### config.mk
export PLATFORM = sky130hd
export DESIGN_NAME = ds18b20_temp_sequencer_flat
export DESIGN_NICKNAME = d
export VERILOG_FILES = /design/src/rtl/ds18b20_temp_sequencer_pkg.sv /design/src/rtl/ds18b20_temp_sequencer_if.sv /design/src/rtl/ds18b20_temp_sequencer_crc8.sv /design/src/rtl/ds18b20_temp_sequencer.sv /design/src/flat_wrapper.sv
export SDC_FILE = /design/constraint.sdc
export NUM_CORES = 1
export LEC_CHECK = 0
export ABC_AREA = 1
export ABC_CLOCK_PERIOD_IN_PS = 2300
export CAP_MARGIN = 10
export CORE_ASPECT_RATIO = 0.7
export CORE_MARGIN = 3
export CORE_UTILIZATION = 49
export CTS_CLUSTER_DIAMETER = 120
export DETAILED_ROUTE_END_ITERATION = 8
export GPL_ROUTABILITY_DRIVEN = 0
export HOLD_SLACK_MARGIN = 0.05
export PLACE_DENSITY_LB_ADDON = 0.15
export SLEW_MARGIN = 20
export SYNTH_ARGS = -nofsm -noshare
export SYNTH_HDL_FRONTEND = slang
export SYNTH_SLANG_ARGS = --single-unit
### constraint.sdc
create_clock -name DS_SEQ_CLK -period 2.3 [get_ports DS_SEQ_CLK]
set_input_delay 0.46 -clock DS_SEQ_CLK [delete_from_list [all_inputs] [get_ports DS_SEQ_CLK]]
set_output_delay 0.46 -clock DS_SEQ_CLK [all_outputs]
set_load 0.1 [all_outputs]
### src/rtl/ds18b20_temp_sequencer_pkg.sv
// Shared definitions for the DS18B20 measurement sequencer.
// Contents: FSM state encoding, 1-Wire command bytes, the CRC-8 polynomial,
// per-operation bit counts and a single-bit CRC-8 update helper.
package ds18b20_temp_sequencer_pkg;

    // Sequencer states. Bus-operation states are RST1, CMD1, RST2, CMD2 and READ.
    localparam logic [3:0] ST_IDLE = 4'd0;
    localparam logic [3:0] ST_RST1 = 4'd1;
    localparam logic [3:0] ST_CHK1 = 4'd2;
    localparam logic [3:0] ST_CMD1 = 4'd3;
    localparam logic [3:0] ST_CONV = 4'd4;
    localparam logic [3:0] ST_RST2 = 4'd5;
    localparam logic [3:0] ST_CHK2 = 4'd6;
    localparam logic [3:0] ST_CMD2 = 4'd7;
    localparam logic [3:0] ST_READ = 4'd8;
    localparam logic [3:0] ST_CRC  = 4'd9;
    localparam logic [3:0] ST_DONE = 4'd10;

    // 1-Wire command bytes
    localparam logic [7:0] SKIP_ROM     = 8'hCC;
    localparam logic [7:0] CONVERT_T    = 8'h44;
    localparam logic [7:0] READ_SCRATCH = 8'hBE;

    // Dallas CRC-8, x^8+x^5+x^4+1 in reflected form
    localparam logic [7:0] CRC8_POLY = 8'h8C;

    // Bit counts handed to the RW module
    localparam logic [7:0]  CMD_BITS     = 8'd16;
    localparam logic [7:0]  READ_BITS    = 8'd72;
    localparam int unsigned SCRATCH_BITS = 72;

    // One LSB-first step of the reflected CRC-8
    function automatic logic [7:0] crc8_step(input logic [7:0] crc, input logic bit_in);
        logic fb;
        fb = crc[0] ^ bit_in;
        return fb ? ((crc >> 1) ^ CRC8_POLY) : (crc >> 1);
    endfunction

endpackage

### src/rtl/ds18b20_temp_sequencer_if.sv
// Command bus between the DS18B20 sequencer and the 1-Wire RW data module.
//  RW             1=read, 0=write
//  DATA_TO_SEND   write payload, bit 0 transmitted first
//  COUNTER        number of bits for the operation
//  ENABLE         operation request
//  INIT           reset/presence request
//  DATA_RECEIVED  read payload, bit 0 = first bit read
//  ONE_WIRE_READY RW module idle when high
//  PRESENCE_OK    presence result, valid once READY returns after an init
interface ds18b20_temp_sequencer_if;
    logic        RW;
    logic [79:0] DATA_TO_SEND;
    logic [7:0]  COUNTER;
    logic        ENABLE;
    logic        INIT;
    logic [79:0] DATA_RECEIVED;
    logic        ONE_WIRE_READY;
    logic        PRESENCE_OK;

    modport master (
        output RW, DATA_TO_SEND, COUNTER, ENABLE, INIT,
        input  DATA_RECEIVED, ONE_WIRE_READY, PRESENCE_OK
    );

    modport slave (
        input  RW, DATA_TO_SEND, COUNTER, ENABLE, INIT,
        output DATA_RECEIVED, ONE_WIRE_READY, PRESENCE_OK
    );
endinterface

### src/rtl/ds18b20_temp_sequencer_crc8.sv
// Serial Dallas CRC-8 (reflected, init 0), one bit per clock, LSB first.
//  clk, rst_n  clock and asynchronous active-low reset
//  clear       synchronous clear to 0 (wins over bit_valid)
//  bit_in      data bit
//  bit_valid   fold bit_in into the CRC this cycle
//  crc         running CRC; 0 after a full block with a valid trailing CRC byte
module onewire_crc8_serial
    import ds18b20_temp_sequencer_pkg::*;
(
    input  logic       clk,
    input  logic       rst_n,
    input  logic       clear,
    input  logic       bit_in,
    input  logic       bit_valid,
    output logic [7:0] crc
);
    logic [7:0] crc_q;
    logic [7:0] crc_d;

    always_comb begin
        crc_d = crc_q;
        if (clear) begin
            crc_d = 8'h00;
        end else if (bit_valid) begin
            crc_d = crc8_step(crc_q, bit_in);
        end
    end

    always_ff @(posedge clk or negedge rst_n) begin
        if (!rst_n) begin
            crc_q <= 8'h00;
        end else begin
            crc_q <= crc_d;
        end
    end

    assign crc = crc_q;
endmodule

### src/rtl/ds18b20_temp_sequencer.sv
// DS18B20 measurement sequencer. One START runs reset/presence, Skip ROM + Convert T,
// conversion wait, reset/presence, Skip ROM + Read Scratchpad, a 72-bit read, then a
// serial CRC check of the scratchpad before publishing the raw temperature.
//  DS_SEQ_CLK, DS_SEQ_RST_N  clock, asynchronous active-low reset
//  START        1-cycle request, ignored while BUSY
//  BUSY         measurement in progress
//  TEMP         raw {byte1,byte0}, updated only on good CRC
//  TEMP_VALID   1-cycle pulse when TEMP updates
//  CRC_ERR      sticky scratchpad CRC failure, cleared by START
//  NO_PRESENCE  sticky missing presence pulse, cleared by START
//  bus          master side of the RW module command bus
module ds18b20_temp_sequencer
    import ds18b20_temp_sequencer_pkg::*;
#(
    parameter int unsigned CONV_WAIT_CYCLES = 3000000,
    parameter int unsigned CONV_CNT_W       = 22
) (
    input  logic                       DS_SEQ_CLK,
    input  logic                       DS_SEQ_RST_N,
    input  logic                       START,
    output logic                       BUSY,
    output logic [15:0]                TEMP,
    output logic                       TEMP_VALID,
    output logic                       CRC_ERR,
    output logic                       NO_PRESENCE,
    ds18b20_temp_sequencer_if.master   bus
);
    localparam logic [CONV_CNT_W-1:0] CONV_LAST = CONV_CNT_W'(CONV_WAIT_CYCLES - 1);
    localparam logic [6:0]            CRC_LAST  = 7'(SCRATCH_BITS - 1);

    logic [3:0]            state_q, state_d;
    logic                  en_q, en_d;       // ENABLE asserted in REQ
    logic                  wait_q, wait_d;   // op in WAIT phase
    logic [CONV_CNT_W-1:0] conv_cnt_q, conv_cnt_d;
    logic [6:0]            bit_cnt_q, bit_cnt_d;
    logic [71:0]           scratch_q, scratch_d;
    logic [15:0]           temp_q, temp_d;
    logic                  temp_valid_q, temp_valid_d;
    logic                  crc_err_q, crc_err_d;
    logic                  no_pres_q, no_pres_d;

    logic       op_state;
    logic       op_done;
    logic       crc_clear;
    logic       crc_bit_valid;
    logic [7:0] crc;

    assign op_state = (state_q == ST_RST1) || (state_q == ST_CMD1) || (state_q == ST_RST2) ||
                      (state_q == ST_CMD2) || (state_q == ST_READ);
    assign op_done  = op_state && wait_q && bus.ONE_WIRE_READY;

    always_comb begin
        state_d       = state_q;
        en_d          = en_q;
        wait_d        = wait_q;
        conv_cnt_d    = conv_cnt_q;
        bit_cnt_d     = bit_cnt_q;
        scratch_d     = scratch_q;
        temp_d        = temp_q;
        temp_valid_d  = 1'b0;
        crc_err_d     = crc_err_q;
        no_pres_d     = no_pres_q;
        crc_clear     = 1'b0;
        crc_bit_valid = 1'b0;

        // REQ/WAIT handshake: raise ENABLE only once the RW module is idle, hold it until
        // READY falls, then wait for READY to return.
        if (op_state) begin
            if (!wait_q) begin
                if (!en_q) begin
                    if (bus.ONE_WIRE_READY) en_d = 1'b1;
                end else if (!bus.ONE_WIRE_READY) begin
                    en_d   = 1'b0;
                    wait_d = 1'b1;
                end
            end else if (bus.ONE_WIRE_READY) begin
                wait_d = 1'b0;
            end
        end

        case (state_q)
            ST_IDLE: begin
                if (START) begin
                    state_d   = ST_RST1;
                    crc_err_d = 1'b0;
                    no_pres_d = 1'b0;
                    crc_clear = 1'b1;
                end
            end
            ST_RST1: if (op_done) state_d = ST_CHK1;
            ST_CHK1, ST_CHK2: begin
                if (!bus.PRESENCE_OK) begin
                    no_pres_d = 1'b1;
                    state_d   = ST_DONE;
                end else begin
                    state_d = (state_q == ST_CHK1) ? ST_CMD1 : ST_CMD2;
                end
            end
            ST_CMD1: begin
                if (op_done) begin
                    state_d    = ST_CONV;
                    conv_cnt_d = '0;
                end
            end
            ST_CONV: begin
                // Counter parks at terminal count rather than wrapping
                if (conv_cnt_q == CONV_LAST) begin
                    state_d = ST_RST2;
                end else begin
                    conv_cnt_d = conv_cnt_q + 1'b1;
                end
            end
            ST_RST2: if (op_done) state_d = ST_CHK2;
            ST_CMD2: if (op_done) state_d = ST_READ;
            ST_READ: begin
                if (op_done) begin
                    scratch_d = bus.DATA_RECEIVED[71:0];
                    bit_cnt_d = '0;
                    state_d   = ST_CRC;
                end
            end
            ST_CRC: begin
                crc_bit_valid = 1'b1;
                if (bit_cnt_q == CRC_LAST) begin
                    state_d = ST_DONE;
                end else begin
                    bit_cnt_d = bit_cnt_q + 1'b1;
                end
            end
            ST_DONE: begin
                // A presence failure skips the read, so the CRC result is meaningless there
                if (!no_pres_q) begin
                    if (crc == 8'h00) begin
                        temp_d       = scratch_q[15:0];
                        temp_valid_d = 1'b1;
                    end else begin
                        crc_err_d = 1'b1;
                    end
                end
                state_d = ST_IDLE;
            end
            default: state_d = ST_IDLE;
        endcase
    end

    always_ff @(posedge DS_SEQ_CLK or negedge DS_SEQ_RST_N) begin
        if (!DS_SEQ_RST_N) begin
            state_q      <= ST_IDLE;
            en_q         <= 1'b0;
            wait_q       <= 1'b0;
            conv_cnt_q   <= '0;
            bit_cnt_q    <= '0;
            scratch_q    <= '0;
            temp_q       <= '0;
            temp_valid_q <= 1'b0;
            crc_err_q    <= 1'b0;
            no_pres_q    <= 1'b0;
        end else begin
            state_q      <= state_d;
            en_q         <= en_d;
            wait_q       <= wait_d;
            conv_cnt_q   <= conv_cnt_d;
            bit_cnt_q    <= bit_cnt_d;
            scratch_q    <= scratch_d;
            temp_q       <= temp_d;
            temp_valid_q <= temp_valid_d;
            crc_err_q    <= crc_err_d;
            no_pres_q    <= no_pres_d;
        end
    end

    onewire_crc8_serial u_crc (
        .clk       (DS_SEQ_CLK),
        .rst_n     (DS_SEQ_RST_N),
        .clear     (crc_clear),
        .bit_in    (scratch_q[bit_cnt_q]),
        .bit_valid (crc_bit_valid),
        .crc       (crc)
    );

    // Bus outputs decode straight from registered state so reset clears them at once
    always_comb begin
        bus.RW           = (state_q == ST_READ);
        bus.ENABLE       = en_q;
        bus.INIT         = en_q && ((state_q == ST_RST1) || (state_q == ST_RST2));
        bus.COUNTER      = 8'd0;
        bus.DATA_TO_SEND = '0;
        case (state_q)
            ST_CMD1: begin
                bus.COUNTER      = CMD_BITS;
                bus.DATA_TO_SEND = {64'd0, CONVERT_T, SKIP_ROM};
            end
            ST_CMD2: begin
                bus.COUNTER      = CMD_BITS;
                bus.DATA_TO_SEND = {64'd0, READ_SCRATCH, SKIP_ROM};
            end
            ST_READ: bus.COUNTER = READ_BITS;
            default: ;
        endcase
    end

    assign BUSY        = (state_q != ST_IDLE);
    assign TEMP        = temp_q;
    assign TEMP_VALID  = temp_valid_q;
    assign CRC_ERR     = crc_err_q;
    assign NO_PRESENCE = no_pres_q;
endmodule
### src/flat_wrapper.sv
// flat-port wrapper written by rule: the top's interface ports become plain ports
module ds18b20_temp_sequencer_flat import ds18b20_temp_sequencer_pkg::*;
#(
    parameter int unsigned CONV_WAIT_CYCLES = 3000000,
    parameter int unsigned CONV_CNT_W       = 22
)
  (DS_SEQ_CLK, DS_SEQ_RST_N, START, BUSY, TEMP, TEMP_VALID, CRC_ERR, NO_PRESENCE, bus_RW, bus_DATA_TO_SEND, bus_COUNTER, bus_ENABLE, bus_INIT, bus_DATA_RECEIVED, bus_ONE_WIRE_READY, bus_PRESENCE_OK);
  ds18b20_temp_sequencer_if bus_i ();
  input  logic DS_SEQ_CLK;
  input  logic DS_SEQ_RST_N;
  input  logic START;
  output logic BUSY;
  output logic [15:0] TEMP;
  output logic TEMP_VALID;
  output logic CRC_ERR;
  output logic NO_PRESENCE;
  output wire logic [$bits(bus_i.RW)-1:0] bus_RW;
  output wire logic [$bits(bus_i.DATA_TO_SEND)-1:0] bus_DATA_TO_SEND;
  output wire logic [$bits(bus_i.COUNTER)-1:0] bus_COUNTER;
  output wire logic [$bits(bus_i.ENABLE)-1:0] bus_ENABLE;
  output wire logic [$bits(bus_i.INIT)-1:0] bus_INIT;
  input wire logic [$bits(bus_i.DATA_RECEIVED)-1:0] bus_DATA_RECEIVED;
  input wire logic [$bits(bus_i.ONE_WIRE_READY)-1:0] bus_ONE_WIRE_READY;
  input wire logic [$bits(bus_i.PRESENCE_OK)-1:0] bus_PRESENCE_OK;
  assign bus_RW = bus_i.RW;
  assign bus_DATA_TO_SEND = bus_i.DATA_TO_SEND;
  assign bus_COUNTER = bus_i.COUNTER;
  assign bus_ENABLE = bus_i.ENABLE;
  assign bus_INIT = bus_i.INIT;
  assign bus_i.DATA_RECEIVED = bus_DATA_RECEIVED;
  assign bus_i.ONE_WIRE_READY = bus_ONE_WIRE_READY;
  assign bus_i.PRESENCE_OK = bus_PRESENCE_OK;
  ds18b20_temp_sequencer #(.CONV_WAIT_CYCLES(CONV_WAIT_CYCLES), .CONV_CNT_W(CONV_CNT_W)) u_core (.DS_SEQ_CLK(DS_SEQ_CLK), .DS_SEQ_RST_N(DS_SEQ_RST_N), .START(START), .BUSY(BUSY), .TEMP(TEMP), .TEMP_VALID(TEMP_VALID), .CRC_ERR(CRC_ERR), .NO_PRESENCE(NO_PRESENCE), .bus(bus_i));
endmodule
==> After elaboration in Yosys (flattened, before gate mapping) <==
Cells that the tools add are included.
{ "word_totals": {"reg_bits": 134, "in_bits": 85, "wordCells": 109} }
{ "op_classes": {"add_sub_neg": 2, "magnitude_cmp": 1, "n_eq_ne": 25, "muxes": 40, "n_bitwise": 4, "n_reduce_logical": 26} }
{ "ops": {"columns": ["op", "n"], "rows": [
  ["22-bit two-way mux", 2],
  ["22-bit one-hot mux with 2 select lines", 1],
  ["4-bit two-way mux", 9],
  ["4-bit one-hot mux with 9 select lines", 1],
  ["16-bit one-hot mux with 2 select lines", 1],
  ["7-bit one-hot mux with 2 select lines", 2],
  ["8-bit two-way mux", 3],
  ["22-bit by 1-bit adder with 22-bit output (second input constant)", 1],
  ["22-bit == test (second input constant)", 1],
  ["4-bit by 3-bit == test with 1-bit output (second input constant)", 4],
  ["1-bit two-way mux", 15],
  ["7-bit two-way mux", 2],
  ["2-bit by 1-bit inequality test with 1-bit output (second input constant)", 7],
  ["4-bit == test (second input constant)", 3],
  ["2-bit inequality test (second input constant)", 6],
  ["3-bit AND reduction", 4],
  ["2-bit nonzero test", 5],
  ["4-bit by 2-bit == test with 1-bit output (second input constant)", 2],
  ["8-bit zero test", 1],
  ["7-bit by 8-bit less-than comparator with 1-bit output (second input constant)", 1],
  ["8-bit AND reduction", 1],
  ["7-bit by 1-bit adder with 7-bit output (second input constant)", 1],
  ["1-bit binary-select mux with 7-bit select", 1],
  ["7-bit == test (second input constant)", 1],
  ["13 further kinds", 23]
]} }

==> Depth between registers and ports, before layout <==
{ "logic_depth": {"ltp_word": 9, "mapped_depth": 16, "ltp_nobuf": 16} }

==> By module <==
Synthesis repeated with hierarchy kept, for this count alone.
{ "unflattened": {"cells_unflattened": 980, "area_unflattened_um2": 7554.7} }
{ "by_module_without_submodules": {"columns": ["mod", "n_inst", "cells_each", "area_each_um2"], "rows": [
  ["ds18b20_temp_sequencer", 1, 938, 7190.6],
  ["onewire_crc8_serial", 1, 42, 364.1]
]} }

==> Worst setup path before layout <==
OpenSTA, ideal clock, no wires.
{ "synth_path": {"kind": "register -> output", "start": "register u_core.state_q[1]", "end": "output bus_DATA_TO_SEND[14]", "t_arrival_ps": 2998, "t_required_ps": 1840, "setup_slack_ps": -1158, "path_stages_with_launch": 6, "path_buffers": 1, "path_cell_list": "dfrtp_1 buf_4 nand2_1 nor2_1 nand2_1 inv_1"} }
{ "synth_via": {"elab_chain_len": 2, "word_cells_on_any_way": 3, "cone_classes": "2 x eq/ne; 1 x mux"} }
{ "synth_rtl": {"columns": ["item", "line", "text"], "rows": [
  ["start: declaration", "ds18b20_temp_sequencer.sv:31", "logic [3:0] state_q, state_d;"],
  ["start signal: assignment", "ds18b20_temp_sequencer.sv:159", "state_q <= state_d;"],
  ["4-bit by 3-bit == test with 1-bit output or 4-bit by 2-bit == test with 1-bit output (tied branches)", "ds18b20_temp_sequencer.sv:188", "case (state_q)"],
  ["16-bit one-hot mux with 2 select lines *", "ds18b20_temp_sequencer.sv:188", null],
  ["end: declaration", "flat_wrapper.sv:18", "output wire logic [$bits(bus_i.DATA_TO_SEND)-1:0] bus_DATA_TO_SEND;"]
]} }
Every way passes the cells marked *; elsewhere a longest branch is shown, timed or not.

==> Final worst setup path <==
{ "layout_path": {"start": "register u_core.state_q[3]", "end": "output bus_DATA_TO_SEND[9]"} }
Same word-level chain as after synthesis.

==> flow_summary.toml <==
[outcome]
status = "finished clean"

[power_and_ir_drop]
vdd_drop_max_v = 0.000754
power.density_mw_per_mm2 = 1350
p_leak_nw = 4.58
p_total_mw = 12.5

[global_route]
overflow = 0
grt_max_degree = 79
grt.total_usage_pct = 23.2
grt_pass1_wl_um = 29900
antenna_found_initial = 0
grt_pass1_vias = 5952

[timing]
finalCritPeriodShare_pct = 92.4
skew_ns = 0.00782
max_freq_mhz = 471
rsz0062_at_grt = "false"
worst_slew_pin_slew_ns = 0.734
slew_violations = 0
relSlewSlack_pct = 51.0
layout_setup_ws_ns = 0.175
period_minus_slack_ns = 2.13
setup_violations = 0
setup_tns_ns = 0
hold_violations = 0

[drt]
avgRoutedWirePerCell_um = 14.5
first_pass_iters = 5
viasPerCell = 5.02
dr_total_vias = 6385
drt_iter0_drc = 497
drt_wl_total_um = 18500
ant_nets = 0
drc_errors = 0

[final_layout]
drive_gt1_share_pct = 12.6
fin_util_pct = 65.3
layout.nets = 1156
syn2layout_area_growth_pct = 27.6
nFillCells = 1203
num_antenna_cells = 0

[worst_setup_path]
cp_num_buf_inv = 4
cp-end-kind = "primary output"
crit_path_frequent_cell = "buf_12"
required_ns = 1.84
cp_max_fo = 7
cpPeakStageDelay_ns = 0.43
ff2ff_setup_slack_ns = 0.19
critPathKind = "reg -> out"
path_delay_family = "buffers and inverters"
crit_chain = "buf_4 -> nor2_1 -> inv_1 -> nor2_4 -> buf_12 -> buf_12"
worstPathArrival_ns = 1.67
crit_path_start_kind = "flip-flop"
slowest_stage = "dfrtp_1"

[synth]
synth_cell_types = 36
synth_area_leaders = "dfrtp_1 46%, nand2_1 15%, buf_4 8.9%"
synth_edf_count = 0
async_reset_ff_share_pct = 100
synth_area_mm2 = 0.00726
syn_inst = 946
synth_ff_type = "dfrtp_1"
synth_top_area_share_pct = 46.2
synthTopCellsByCount = "296 x nand2_1, 134 x dfrtp_1, 86 x buf_4"
synth.most_common_cell = "nand2_1"
synth-seq-cells = 134
yosysSeqAreaShare_pct = 46.2
syn_area_per_cell_um2 = 7.68
yosysWarnings = 0
yosysTopAreaCell = "dfrtp_1"

[floorplanning]
num_rows = 36
die_w_um = 152
die_area_mm2 = 0.0163
die_h_um = 108
ios = 196
initial_core_util_pct = 51.2
core_mm2 = 0.0142

[clock_network]
clk_latency_ns = 0.41
cts_buffers = 17
cts-root-buf = "clkbuf_16"
cts_num_sinks = 134
cts_max_path_buffers = 2
cts_tree = "built"
cts.htree.levels = 4
clk_pin_slew_worst_paths_ns = 0.06

[job]
max_cap_viol_count = 0

[placement]
hpwl_um = 13300
io_buffer_count = 113
pre_cts_slack_ns = 0.0168

[min_path]
hold_path.class = "reg -> reg"
==> worst reg2reg max path: stages, from the launching register on <==
cell     delay, ns
dfrtp_1       0.45
inv_2         0.30
buf_4         0.22
nand2_1       0.05
nand3_1       0.07
nand3_1       0.07
nand3_1       0.11
nand2_1       0.07
nand3_1       0.09
nand2_1       0.06
nand2_1       0.12
nand2_1       0.09
nand2_1       0.10
nand3_1       0.07
nand3_1       0.08
nand2_1       0.05
==> worst paths after layout <==
path,depth (start not counted),end,startpoint
worst min-delay path,2,u_core.TEMP[13],u_core.TEMP[13]
worst min register to register,2,u_core.TEMP[13],u_core.TEMP[13]
min in group asynchronous,2,u_core.scratch_q[24],DS_SEQ_RST_N
worst max register to register,15,u_core.u_crc.crc[2],u_core.bit_cnt_q[0]
max in group asynchronous,3,u_core.TEMP[5],DS_SEQ_RST_N
worst max-delay path,6,bus_DATA_TO_SEND[9],u_core.state_q[3]
==> power breakdown <==
part	switching, mW	total [mW]	internal, mW
clock network	1.02	3.01	1.99
logic	4.23	5.88	1.65
registers	0.538	3.64	3.10
total	5.79	12.5	6.74
==> registers in the layout (all words and copies together) (netlist names), 4 cells and up <==
register / cells
u_core.state_q: 4
u_core.scratch_q: 72
u_core.conv_cnt_q: 22
u_core.TEMP: 16
u_core.bit_cnt_q: 7
u_core.u_crc.crc: 8
==> metal layers <==
metal	global-route usage [%]	part of all wire (%)
met4	5.90	0.97
met1	35.8	47
met5	0	0
met2	32.4	41
met3	5.56	11
==> cells by family (layout without fill, tap and decap cells) <==
kind of cell	after synthesis	after routing	share of synthesized area, %
AOI/OAI and AO/OA	115	115	8.77
xor gates and xnor gates	12	12	1.45
adders and majority gates	2	2	0.345
buffers and inverters	213	276	15.6
DFF	134	134	46.2
other	1	74	0.0516
and+or+nand+nor	469	469	27.6
==> what timing repair did <==
| item | in CTS | in global routing |
|---|---|---|
| setup endpoints to repair | 0 | 12 |
| buffers inserted | 0 | 1 |
| gates resized for setup | 0 | 4 |
| hold buffers | 1 | 0 |
| hold endpoints to repair | 25 | 0 |
==> stage by stage <==
step,cells,hold slack (ns),cell area [µm²]
floorplan,1019,0.164,7560
global placement,1238,0.407,8570
detailed placement,1238,0.408,8570
CTS,1271,0.478,9240
global route,1272,0.493,9270
finish,1272,0.474,9270
==> layout make-up <==
cell class / count / area, µm² / share of cell area, %
Sequential cell: 134 / 3350 / 36.2
Multi-Input combinational cell: 672 / 3070 / 33.2
Timing Repair Buffer: 148 / 1580 / 17.0
Clock buffer: 21 / 460 / 4.97
Inverter: 96 / 367 / 3.96
Tap cell: 190 / 238 / 2.56
Clock inverter: 11 / 196 / 2.12
==> cell usage in the layout, fill, tap and decap left out, drive strengths merged, types with 2 or more instances in the layout <==
master and instances:
clkinvlp 3, xnor2 3, nor4 3, clkinv 3, o22ai 9, xor2 9
inv 96, nor2 70, dfrtp 134, conb 74, ha 2, nor3 22
clkbuf 21, nand4 16, o221ai 2, nand3 54, nand2 301, a21oi 15
bufinv 5, clkdlybuf4s50 75, o21ai 73, o211ai 5, buf 72, o31ai 7
Note: power is estimated with default switching activity, not from simulation.
